===== src/rtl/vi_srgb_tx_pkg.sv =====
// Shared definitions for the serial-RGB transmitter: FSM states, pixel record,
// sync-word layout and the constants substituted when the port idles or underruns.
package vi_srgb_tx_pkg;

  typedef enum logic [2:0] {
    ST_IDLE = 3'd0,
    ST_SYNC = 3'd1,
    ST_RED  = 3'd2,
    ST_GRN  = 3'd3,
    ST_BLU  = 3'd4
  } state_t;

  // All syncs inactive (high on the wire), colour bits zero.
  localparam logic [6:0] SRGB_IDLE_WORD = 7'h0F;

  // Bit positions of the active-low flags inside the sync word.
  localparam int SW_VSYNC_BIT = 0;
  localparam int SW_CSYNC_BIT = 1;
  localparam int SW_HSYNC_BIT = 2;
  localparam int SW_CLAMP_BIT = 3;

  typedef struct packed {
    logic [7:0] r;
    logic [7:0] g;
    logic [7:0] b;
    logic       vsync;
    logic       hsync;
    logic       csync;
    logic       clamp;
  } pixel_t;

  localparam pixel_t BLANK_PIXEL = pixel_t'('0);

  function automatic logic [6:0] sync_word(input pixel_t p);
    logic [6:0] w;
    w               = '0;
    w[SW_VSYNC_BIT] = ~p.vsync;
    w[SW_CSYNC_BIT] = ~p.csync;
    w[SW_HSYNC_BIT] = ~p.hsync;
    w[SW_CLAMP_BIT] = ~p.clamp;
    return w;
  endfunction

endpackage


===== src/rtl/vi_srgb_tx_if.sv =====
// Pixel handshake between the VI pixel pipeline (master) and the SRGB transmitter (slave).
interface vi_srgb_tx_if;
  logic       pix_valid;
  logic       pix_ready;
  logic [7:0] pix_r;
  logic [7:0] pix_g;
  logic [7:0] pix_b;
  logic       pix_vsync;
  logic       pix_hsync;
  logic       pix_csync;
  logic       pix_clamp;

  modport master (
    output pix_valid, pix_r, pix_g, pix_b,
    output pix_vsync, pix_hsync, pix_csync, pix_clamp,
    input  pix_ready
  );

  modport slave (
    input  pix_valid, pix_r, pix_g, pix_b,
    input  pix_vsync, pix_hsync, pix_csync, pix_clamp,
    output pix_ready
  );
endinterface


===== src/rtl/vi_srgb_reduce.sv =====
// 8-to-7 bit colour reduction: truncation, or round-half-up saturating at 127.
module vi_srgb_reduce #(
  parameter bit ROUND = 1'b0
) (
  input  logic [7:0] c,
  output logic [6:0] y
);
  logic [8:0] sum;
  logic [7:0] half;
  logic       unused_lsb;

  // The 9-bit sum keeps 255+1 from wrapping; its top bit flags the saturating case.
  assign sum        = {1'b0, c} + (ROUND ? 9'd1 : 9'd0);
  assign half       = sum[8:1];
  assign unused_lsb = sum[0];
  assign y          = half[7] ? 7'h7F : half[6:0];

endmodule


===== src/rtl/vi_srgb_tx.sv =====
// Serial-RGB transmitter: one pixel per handshake, sent as sync, red, green and blue
// words on the 7-bit SRGB port, with blank-pixel substitution on underrun.
module vi_srgb_tx
  import vi_srgb_tx_pkg::*;
#(
  parameter bit ROUND = 1'b0
) (
  input  logic        clk,
  input  logic        reset_l,
  input  logic        en,
  vi_srgb_tx_if.slave pix,
  output logic [6:0]  srgb,
  output logic        tsyncb,
  output logic        underrun,
  output logic [7:0]  underrun_cnt,
  input  logic        underrun_clr
);

  state_t     state_reg, state_next;
  pixel_t     cap_reg, cap_next;
  pixel_t     in_pix;
  logic       boundary;
  logic       ready;
  logic       accept;
  logic       underrun_ev;
  logic [7:0] comp_sel;
  logic [6:0] comp_word;
  logic [6:0] srgb_reg, srgb_next;
  logic       tsyncb_reg, tsyncb_next;
  logic       underrun_reg, underrun_next;
  logic [7:0] cnt_reg, cnt_next;

  // A new pixel may only start from IDLE or on the last word of the current one.
  // Gating with reset_l holds pix_ready low for the whole reset interval.
  assign boundary      = (state_reg == ST_IDLE) || (state_reg == ST_BLU);
  assign ready         = reset_l & en & boundary;
  assign accept        = ready & pix.pix_valid;
  assign underrun_ev   = en & (state_reg == ST_BLU) & ~pix.pix_valid;
  assign pix.pix_ready = ready;

  assign in_pix = '{r:     pix.pix_r,
                    g:     pix.pix_g,
                    b:     pix.pix_b,
                    vsync: pix.pix_vsync,
                    hsync: pix.pix_hsync,
                    csync: pix.pix_csync,
                    clamp: pix.pix_clamp};

  always_comb begin
    state_next = state_reg;
    cap_next   = cap_reg;
    case (state_reg)
      ST_IDLE: begin
        if (accept) begin
          state_next = ST_SYNC;
          cap_next   = in_pix;
        end
      end
      ST_SYNC: state_next = ST_RED;
      ST_RED:  state_next = ST_GRN;
      ST_GRN:  state_next = ST_BLU;
      ST_BLU: begin
        if (accept) begin
          state_next = ST_SYNC;
          cap_next   = in_pix;
        end else if (underrun_ev) begin
          state_next = ST_SYNC;
          cap_next   = BLANK_PIXEL;
        end else begin
          state_next = ST_IDLE;
        end
      end
      default: state_next = ST_IDLE;
    endcase
  end

  // One shared reducer, fed with whichever component the current state emits.
  always_comb begin
    comp_sel = cap_reg.b;
    case (state_reg)
      ST_RED:  comp_sel = cap_reg.r;
      ST_GRN:  comp_sel = cap_reg.g;
      default: comp_sel = cap_reg.b;
    endcase
  end

  vi_srgb_reduce #(
    .ROUND(ROUND)
  ) u_reduce (
    .c(comp_sel),
    .y(comp_word)
  );

  // The output word trails the state by one clock, so a pixel accepted at edge t
  // shows its sync word after edge t+1.
  always_comb begin
    srgb_next   = SRGB_IDLE_WORD;
    tsyncb_next = (state_reg != ST_SYNC);
    case (state_reg)
      ST_SYNC:                 srgb_next = sync_word(cap_reg);
      ST_RED, ST_GRN, ST_BLU:  srgb_next = comp_word;
      default:                 srgb_next = SRGB_IDLE_WORD;
    endcase
  end

  // A new underrun beats a simultaneous clear so the event is never lost.
  always_comb begin
    underrun_next = underrun_reg;
    cnt_next      = cnt_reg;
    if (underrun_ev) begin
      underrun_next = 1'b1;
      if (underrun_clr) begin
        cnt_next = 8'd1;
      end else if (cnt_reg != 8'hFF) begin
        cnt_next = cnt_reg + 8'd1;
      end
    end else if (underrun_clr) begin
      underrun_next = 1'b0;
      cnt_next      = 8'd0;
    end
  end

  always_ff @(posedge clk or negedge reset_l) begin
    if (!reset_l) begin
      state_reg    <= ST_IDLE;
      cap_reg      <= BLANK_PIXEL;
      srgb_reg     <= SRGB_IDLE_WORD;
      tsyncb_reg   <= 1'b1;
      underrun_reg <= 1'b0;
      cnt_reg      <= 8'd0;
    end else begin
      state_reg    <= state_next;
      cap_reg      <= cap_next;
      srgb_reg     <= srgb_next;
      tsyncb_reg   <= tsyncb_next;
      underrun_reg <= underrun_next;
      cnt_reg      <= cnt_next;
    end
  end

  assign srgb         = srgb_reg;
  assign tsyncb       = tsyncb_reg;
  assign underrun     = underrun_reg;
  assign underrun_cnt = cnt_reg;

endmodule


===== src/flat_wrapper.sv =====
// flat-port wrapper written by rule: the top's interface ports become plain ports
module vi_srgb_tx_flat import vi_srgb_tx_pkg::*;
#(
  parameter bit ROUND = 1'b0
)
  (clk, reset_l, en, srgb, tsyncb, underrun, underrun_cnt, underrun_clr, pix_pix_valid, pix_pix_r, pix_pix_g, pix_pix_b, pix_pix_vsync, pix_pix_hsync, pix_pix_csync, pix_pix_clamp, pix_pix_ready);
  vi_srgb_tx_if pix_i ();
  input  logic clk;
  input  logic reset_l;
  input  logic en;
  output logic [6:0] srgb;
  output logic tsyncb;
  output logic underrun;
  output logic [7:0] underrun_cnt;
  input  logic underrun_clr;
  input wire logic [$bits(pix_i.pix_valid)-1:0] pix_pix_valid;
  input wire logic [$bits(pix_i.pix_r)-1:0] pix_pix_r;
  input wire logic [$bits(pix_i.pix_g)-1:0] pix_pix_g;
  input wire logic [$bits(pix_i.pix_b)-1:0] pix_pix_b;
  input wire logic [$bits(pix_i.pix_vsync)-1:0] pix_pix_vsync;
  input wire logic [$bits(pix_i.pix_hsync)-1:0] pix_pix_hsync;
  input wire logic [$bits(pix_i.pix_csync)-1:0] pix_pix_csync;
  input wire logic [$bits(pix_i.pix_clamp)-1:0] pix_pix_clamp;
  output wire logic [$bits(pix_i.pix_ready)-1:0] pix_pix_ready;
  assign pix_i.pix_valid = pix_pix_valid;
  assign pix_i.pix_r = pix_pix_r;
  assign pix_i.pix_g = pix_pix_g;
  assign pix_i.pix_b = pix_pix_b;
  assign pix_i.pix_vsync = pix_pix_vsync;
  assign pix_i.pix_hsync = pix_pix_hsync;
  assign pix_i.pix_csync = pix_pix_csync;
  assign pix_i.pix_clamp = pix_pix_clamp;
  assign pix_pix_ready = pix_i.pix_ready;
  vi_srgb_tx #(.ROUND(ROUND)) u_core (.clk(clk), .reset_l(reset_l), .en(en), .pix(pix_i), .srgb(srgb), .tsyncb(tsyncb), .underrun(underrun), .underrun_cnt(underrun_cnt), .underrun_clr(underrun_clr));
endmodule

===== config.mk =====
export PLATFORM = sky130hd
export DESIGN_NAME = vi_srgb_tx_flat
export DESIGN_NICKNAME = d
export VERILOG_FILES = /design/src/rtl/vi_srgb_tx_pkg.sv /design/src/rtl/vi_srgb_tx_if.sv /design/src/rtl/vi_srgb_reduce.sv /design/src/rtl/vi_srgb_tx.sv /design/src/flat_wrapper.sv
export SDC_FILE = /design/constraint.sdc
export NUM_CORES = 1
export LEC_CHECK = 0
export CAP_MARGIN = 20
export CORE_MARGIN = 4
export CORE_UTILIZATION = 52
export DETAILED_ROUTE_END_ITERATION = 10
export GPL_TIMING_DRIVEN = 0
export PLACE_DENSITY = 0.86
export SETUP_SLACK_MARGIN = 0.1
export SLEW_MARGIN = 5
export SYNTH_ARGS = -nofsm -noshare
export SYNTH_HDL_FRONTEND = slang
export SYNTH_SLANG_ARGS = --single-unit

===== constraint.sdc =====
create_clock -name clk -period 2.8 [get_ports clk]
set_clock_uncertainty 0.15 [all_clocks]
set_input_delay 0.42 -clock clk [delete_from_list [all_inputs] [get_ports clk]]
set_output_delay 0.42 -clock clk [all_outputs]
set_load 0.03 [all_outputs]

* After elaboration in Yosys (flattened, before gate mapping)
Index checks and enable logic that the tools add are counted.
** Word-level totals
- Output and inout port bits :: 18
- Register bits :: 48
- Word-level logic and storage cells :: 55
- Input port bits :: 33
** Operators by class
- Reductions and logical operators :: 8
- Bitwise operators :: 10
- Equality and inequality tests :: 8
- Multiplexer cells :: 16
- Add/subtract/negate cells :: 1
** Operators with widths (number)
- two-way mux 28 bit :: 3
- one-hot mux 28 bit (2 select lines) :: 1
- two-way mux 8 bit :: 4
- one-hot mux 8 bit (2 select lines) :: 1
- one-hot mux 3 bit (5 select lines) :: 1
- one-hot mux 7 bit (2 select lines) :: 1
- adder 8 x 1 -> 8 bit (second input constant) :: 1
- inequality test 8 bit (second input constant) :: 1
- == test 3 x 2 -> 1 bit (second input constant) :: 2
- two-way mux 3 bit :: 2
- inequality test 3 x 1 -> 1 bit (second input constant) :: 2
- nonzero test 2 bit :: 3
- AND 1 bit :: 5
- inverter 1 bit :: 5
- == test 3 x 1 -> 1 bit (second input constant) :: 1
- == test 3 bit (second input constant) :: 1
- zero test 3 bit :: 1
- two-way mux 1 bit :: 3
- AND reduction 3 bit :: 1
- OR reduction 3 bit :: 1
- inequality test 2 x 1 -> 1 bit (second input constant) :: 1
- AND reduction 2 bit :: 1
- logical OR 1 bit :: 1

* Longest topological paths before layout
- Depth in word-level cells :: 6
- Mapped depth :: 6

* Hierarchy
From an unflattened synthesis, not the netlist that was laid out.
** Unflattened totals
- Cells, all modules :: 201
- Area, all modules :: 2252.2 um2
** Modules (own cells, without submodules)
- vi_srgb_tx :: cells each 194, instances 1, area each 2199.6 um2, sequential area each 1207.4 um2
- vi_srgb_reduce :: cells each 7, instances 1, area each 52.6 um2, sequential area each 0.0 um2

* Worst setup path after synthesis
Ideal clock, no wire load.
- Path type :: register to output
- Start point :: reg u_core.state_reg[1]
- End point :: out pix_pix_ready
- Stages on the path, launching flop included :: 3
- Slack :: 884 ps
- Data arrival time :: 1346 ps
- Data required time :: 2230 ps
- Cells stage by stage :: dfrtp_1 clkbuf_1 nor3_1
** On the way
- Longest elaborated chain between the ends :: 3
- Elaborated cells between the ends (all ways) :: 4
** RTL lines
- from (decl) :: RTL line vi_srgb_tx.sv:19 : state_t state_reg, state_next;
- from (signal assigned) :: RTL line vi_srgb_tx.sv:132 : state_reg <= state_next;
- == test 3 bit or zero test 3 bit (tied branches) :: RTL line vi_srgb_tx.sv:35 : assign boundary = (state_reg == ST_IDLE) || (state_reg == ST_BLU);
- logical OR 1 bit (*) :: RTL line vi_srgb_tx.sv:35
- AND 1 bit (*) :: RTL line vi_srgb_tx.sv:36 : assign ready = reset_l & en & boundary;
- to (decl) :: RTL line flat_wrapper.sv:24 : output wire logic [$bits(pix_i.pix_ready)-1:0] pix_pix_ready;
Mark *: on every way between the ends. The rest lies on a longest branch, timed or not.

* Worst setup path after layout
Ends and elaborated chain as after synthesis.

==> impl_metrics.tcl <==
set metrics [dict create \
    status "finished clean" \
    finalSetupTns_ns 0 \
    nets 251 \
    fillCellCount 265 \
    grt_start_max_net_pins 34 \
    dr.pass1.iters 5 \
    rsz0062_at_grt "no" \
    fmax_mhz 392.9 \
    leakagePower_nw 1.168 \
    area_delta_synth_final_pct 32.87 \
    clk_pin_slew_ns 0.08 \
    hold_ws_ns 0.05321 \
    cp_max_fo 10 \
    ys_types 39 \
    power_density_mw_per_mm2 878.1 \
    ios 51 \
    ant_nets 0 \
    die_area_mm2 0.004825 \
    final_max_slew_viol_count 0 \
    drive_above_1_share_pct 10.55 \
    dp_hpwl_um 3281 \
    period_share_pct 90.91 \
    hold_path.class "in -> async" \
    overflow 0 \
    die_x_um 69.46 \
    cts_tree "done" \
    final_area_mm2 0.002610 \
    row_count 22 \
    largest_register_ff_count 25 \
    drv_cap 0 \
    wirelength_um 4475 \
    worstSetupPathType "reg -> out" \
    drt_iter0_drc 130 \
    final_util_pct 71.29 \
    ys_seq_area_share_pct 57.64 \
    netlist_instances 161 \
    gp_congestion 0.8412 \
    htreeDepth 2 \
    wl_per_cell_um 16.82 \
    avgSynthCellArea_um2 12.20 \
    cts_sinks 45 \
    relSlewSlack_pct 67.88 \
    root_buffer "clkbuf_8" \
    drcViolationCount 0 \
    grt_pass1_wl_um 7438 \
    port-buffer-count 46 \
    place_inst 256 \
    numCtsBuffers 5 \
    grt_pass1_vias 1565 \
    setup_viol 0 \
    viasPerCell 5.868 \
    arrival_ns 1.98 \
    start_util_pct 53.66 \
    grt_usage_pct 19.24 \
    dr_total_vias 1561 \
    cp.required_ns 2.23 \
    antenna_found_initial 0 \
    start_kind "flip-flop" \
    worstSkewPairLatency_ns 0.29 \
    yosysWarnings 0 \
    final-hold-violation-count 0 \
    ys_ff_latch 45 \
    ir_drop_mv 0.4648 \
    n_antenna_cell 0 \
    core_area_mm2 0.003661 \
    critPathCaptureType "primary output" \
    dieHeight_um 69.46 \
    min_period_ns 2.545 \
    dpl-instance-area_mm2 0.002500 \
    syn-num-nets 195 \
    final_cells 266 \
    netlist_area_mm2 0.001964 \
    post_cts_resize_count 0 \
    clockBufferDepth 2 \
    worstMarginPinSlew_ns 0.4798 \
]
-- worst max-delay path, cell delays in order (launching register included) --
cell	delay, ns
dfrtp_1	0.45
clkbuf_1	0.26
nor3_1	0.27
clkdlybuf4s50_1	0.71
-- per-layer routing --
layer / up-vias / global-route usage [%] / share of wire [%] / wire [µm]
li1: 715 / - / - / -
met3: 6 / 5.217 / 6.1 / 271
met1: 775 / 23.46 / 42 / 1867
met4: 0 / 4.772 / 0.76 / 34
met2: 65 / 33.69 / 51 / 2302
met5: - / 0 / 0 / 0
-- metrics by stage --
stage	power, mW	setup slack, ns
5_1_grt	2.419	0.1905
4_1_cts	2.304	0.2400
6_report	2.292	0.2546
3_3_place_gp	1.876	-1.338
3_5_place_dp	1.919	0.2490
2_1_floorplan	1.609	0.8841
-- cells by family (layout without fill, tap and decap cells) --
logic type               Yosys count  count (layout)  synth area share (%)
flip-flops                        45              45                 57.64
XOR/XNOR                           1               1                0.4459
AND/OR/NAND/NOR                   39              39                 12.48
adder cells (fa/ha/maj)            1               1                0.6368
buffers and inverters             14              71                 3.312
multiplexers                      10              10                 5.159
AO/OA/AOI/OAI                     51              51                 20.32
-- layout by cell type, fill, tap and decap left out, types with 2 or more instances in the layout --
master / count
clkdlybuf4s50_1: 45
dfrtp_1: 40
a22o_1: 25
mux2i_1: 9
nand2_1: 9
nor2_1: 7
clkbuf_1: 6
a21oi_1: 6
buf_2: 5
inv_1: 5
clkbuf_8: 5
dfstp_2: 5
a22oi_1: 4
o22a_1: 4
o21ai_1: 4
nor3_1: 3
nor2b_1: 3
or3_1: 2
nand2b_1: 2
nand3_1: 2
and3_1: 2
nand4_1: 2
o211ai_1: 2
buf_12: 2
-- where the power goes --
group | total, mW | internal, mW | switching, mW
Clock | 0.375 | 0.177 | 0.198
Sequential | 1.07 | 0.918 | 0.156
Combinational | 0.843 | 0.421 | 0.422
-- cells in the mapped netlist --
library cell	count	share of area [%]
dfrtp_1	40	51
a22o_1	25	11
mux2i_1	9	4.6
nand2_1	9	1.7
nor2_1	7	1.3
a21oi_1	6	1.5
dfstp_2	5	6.7
inv_1	5	0.96
a22oi_1	4	1.5
buf_2	4	1.0
o21ai_1	4	1.0
o22a_1	4	1.8
clkbuf_1	3	0.57
nor2b_1	3	0.96
nor3_1	3	0.76
and3_1	2	0.64
nand2b_1	2	0.64
nand3_1	2	0.51
nand4_1	2	0.64
o211ai_1	2	0.76
or3_1	2	0.64
a211oi_1	1	0.38
a21o_1	1	0.38
a311o_1	1	0.51
a311oi_1	1	0.45
a31oi_1	1	0.32
buf_1	1	0.19
buf_6	1	0.57
ha_1	1	0.64
mux2_1	1	0.57
nor2_4	1	0.57
nor3_4	1	0.83
nor3b_2	1	0.64
nor4_1	1	0.32
nor4_2	1	0.64
nor4b_4	1	1.2
o211a_1	1	0.51
or3b_1	1	0.45
xnor2_1	1	0.45
-- area by class of cell --
| class | instances | area, µm² | share of cell area, % |
|---|---|---|---|
| sequential | 45 | 1132 | 43.38 |
| clock buffer | 8 | 80.08 | 3.068 |
| inverter | 5 | 18.77 | 0.7191 |
| buffer | 9 | 46.29 | 1.774 |
| multi-input combinational | 102 | 767.0 | 29.39 |
| timing repair buffer | 49 | 505.5 | 19.37 |
| tap | 48 | 60.06 | 2.301 |
-- path summary, 6_finish.rpt --
path	start	endpoint	slack, ns	cells past startpoint
worst max-delay path	u_core.state_reg[1]	pix_pix_ready	0.25	3
worst min-delay path	reset_l	u_core.cap_reg[9]	0.05	3
worst max register to register	u_core.state_reg[2]	u_core.underrun_cnt[4]	0.78	5
worst min register to register	u_core.cap_reg[10]	u_core.srgb[5]	0.36	2
max in group asynchronous	reset_l	u_core.underrun_cnt[4]	1.79	2
min in group clk	underrun_clr	u_core.underrun_cnt[1]	0.34	2
-- what timing repair did --
item | in CTS | in global routing
setup endpoints to repair | 0 | 0
setup buffers | 0 | 0
hold buffers | 2 | 0
endpoints found under the hold margin | 7 | 0
No activity file was read; power rests on OpenSTA's default activity.
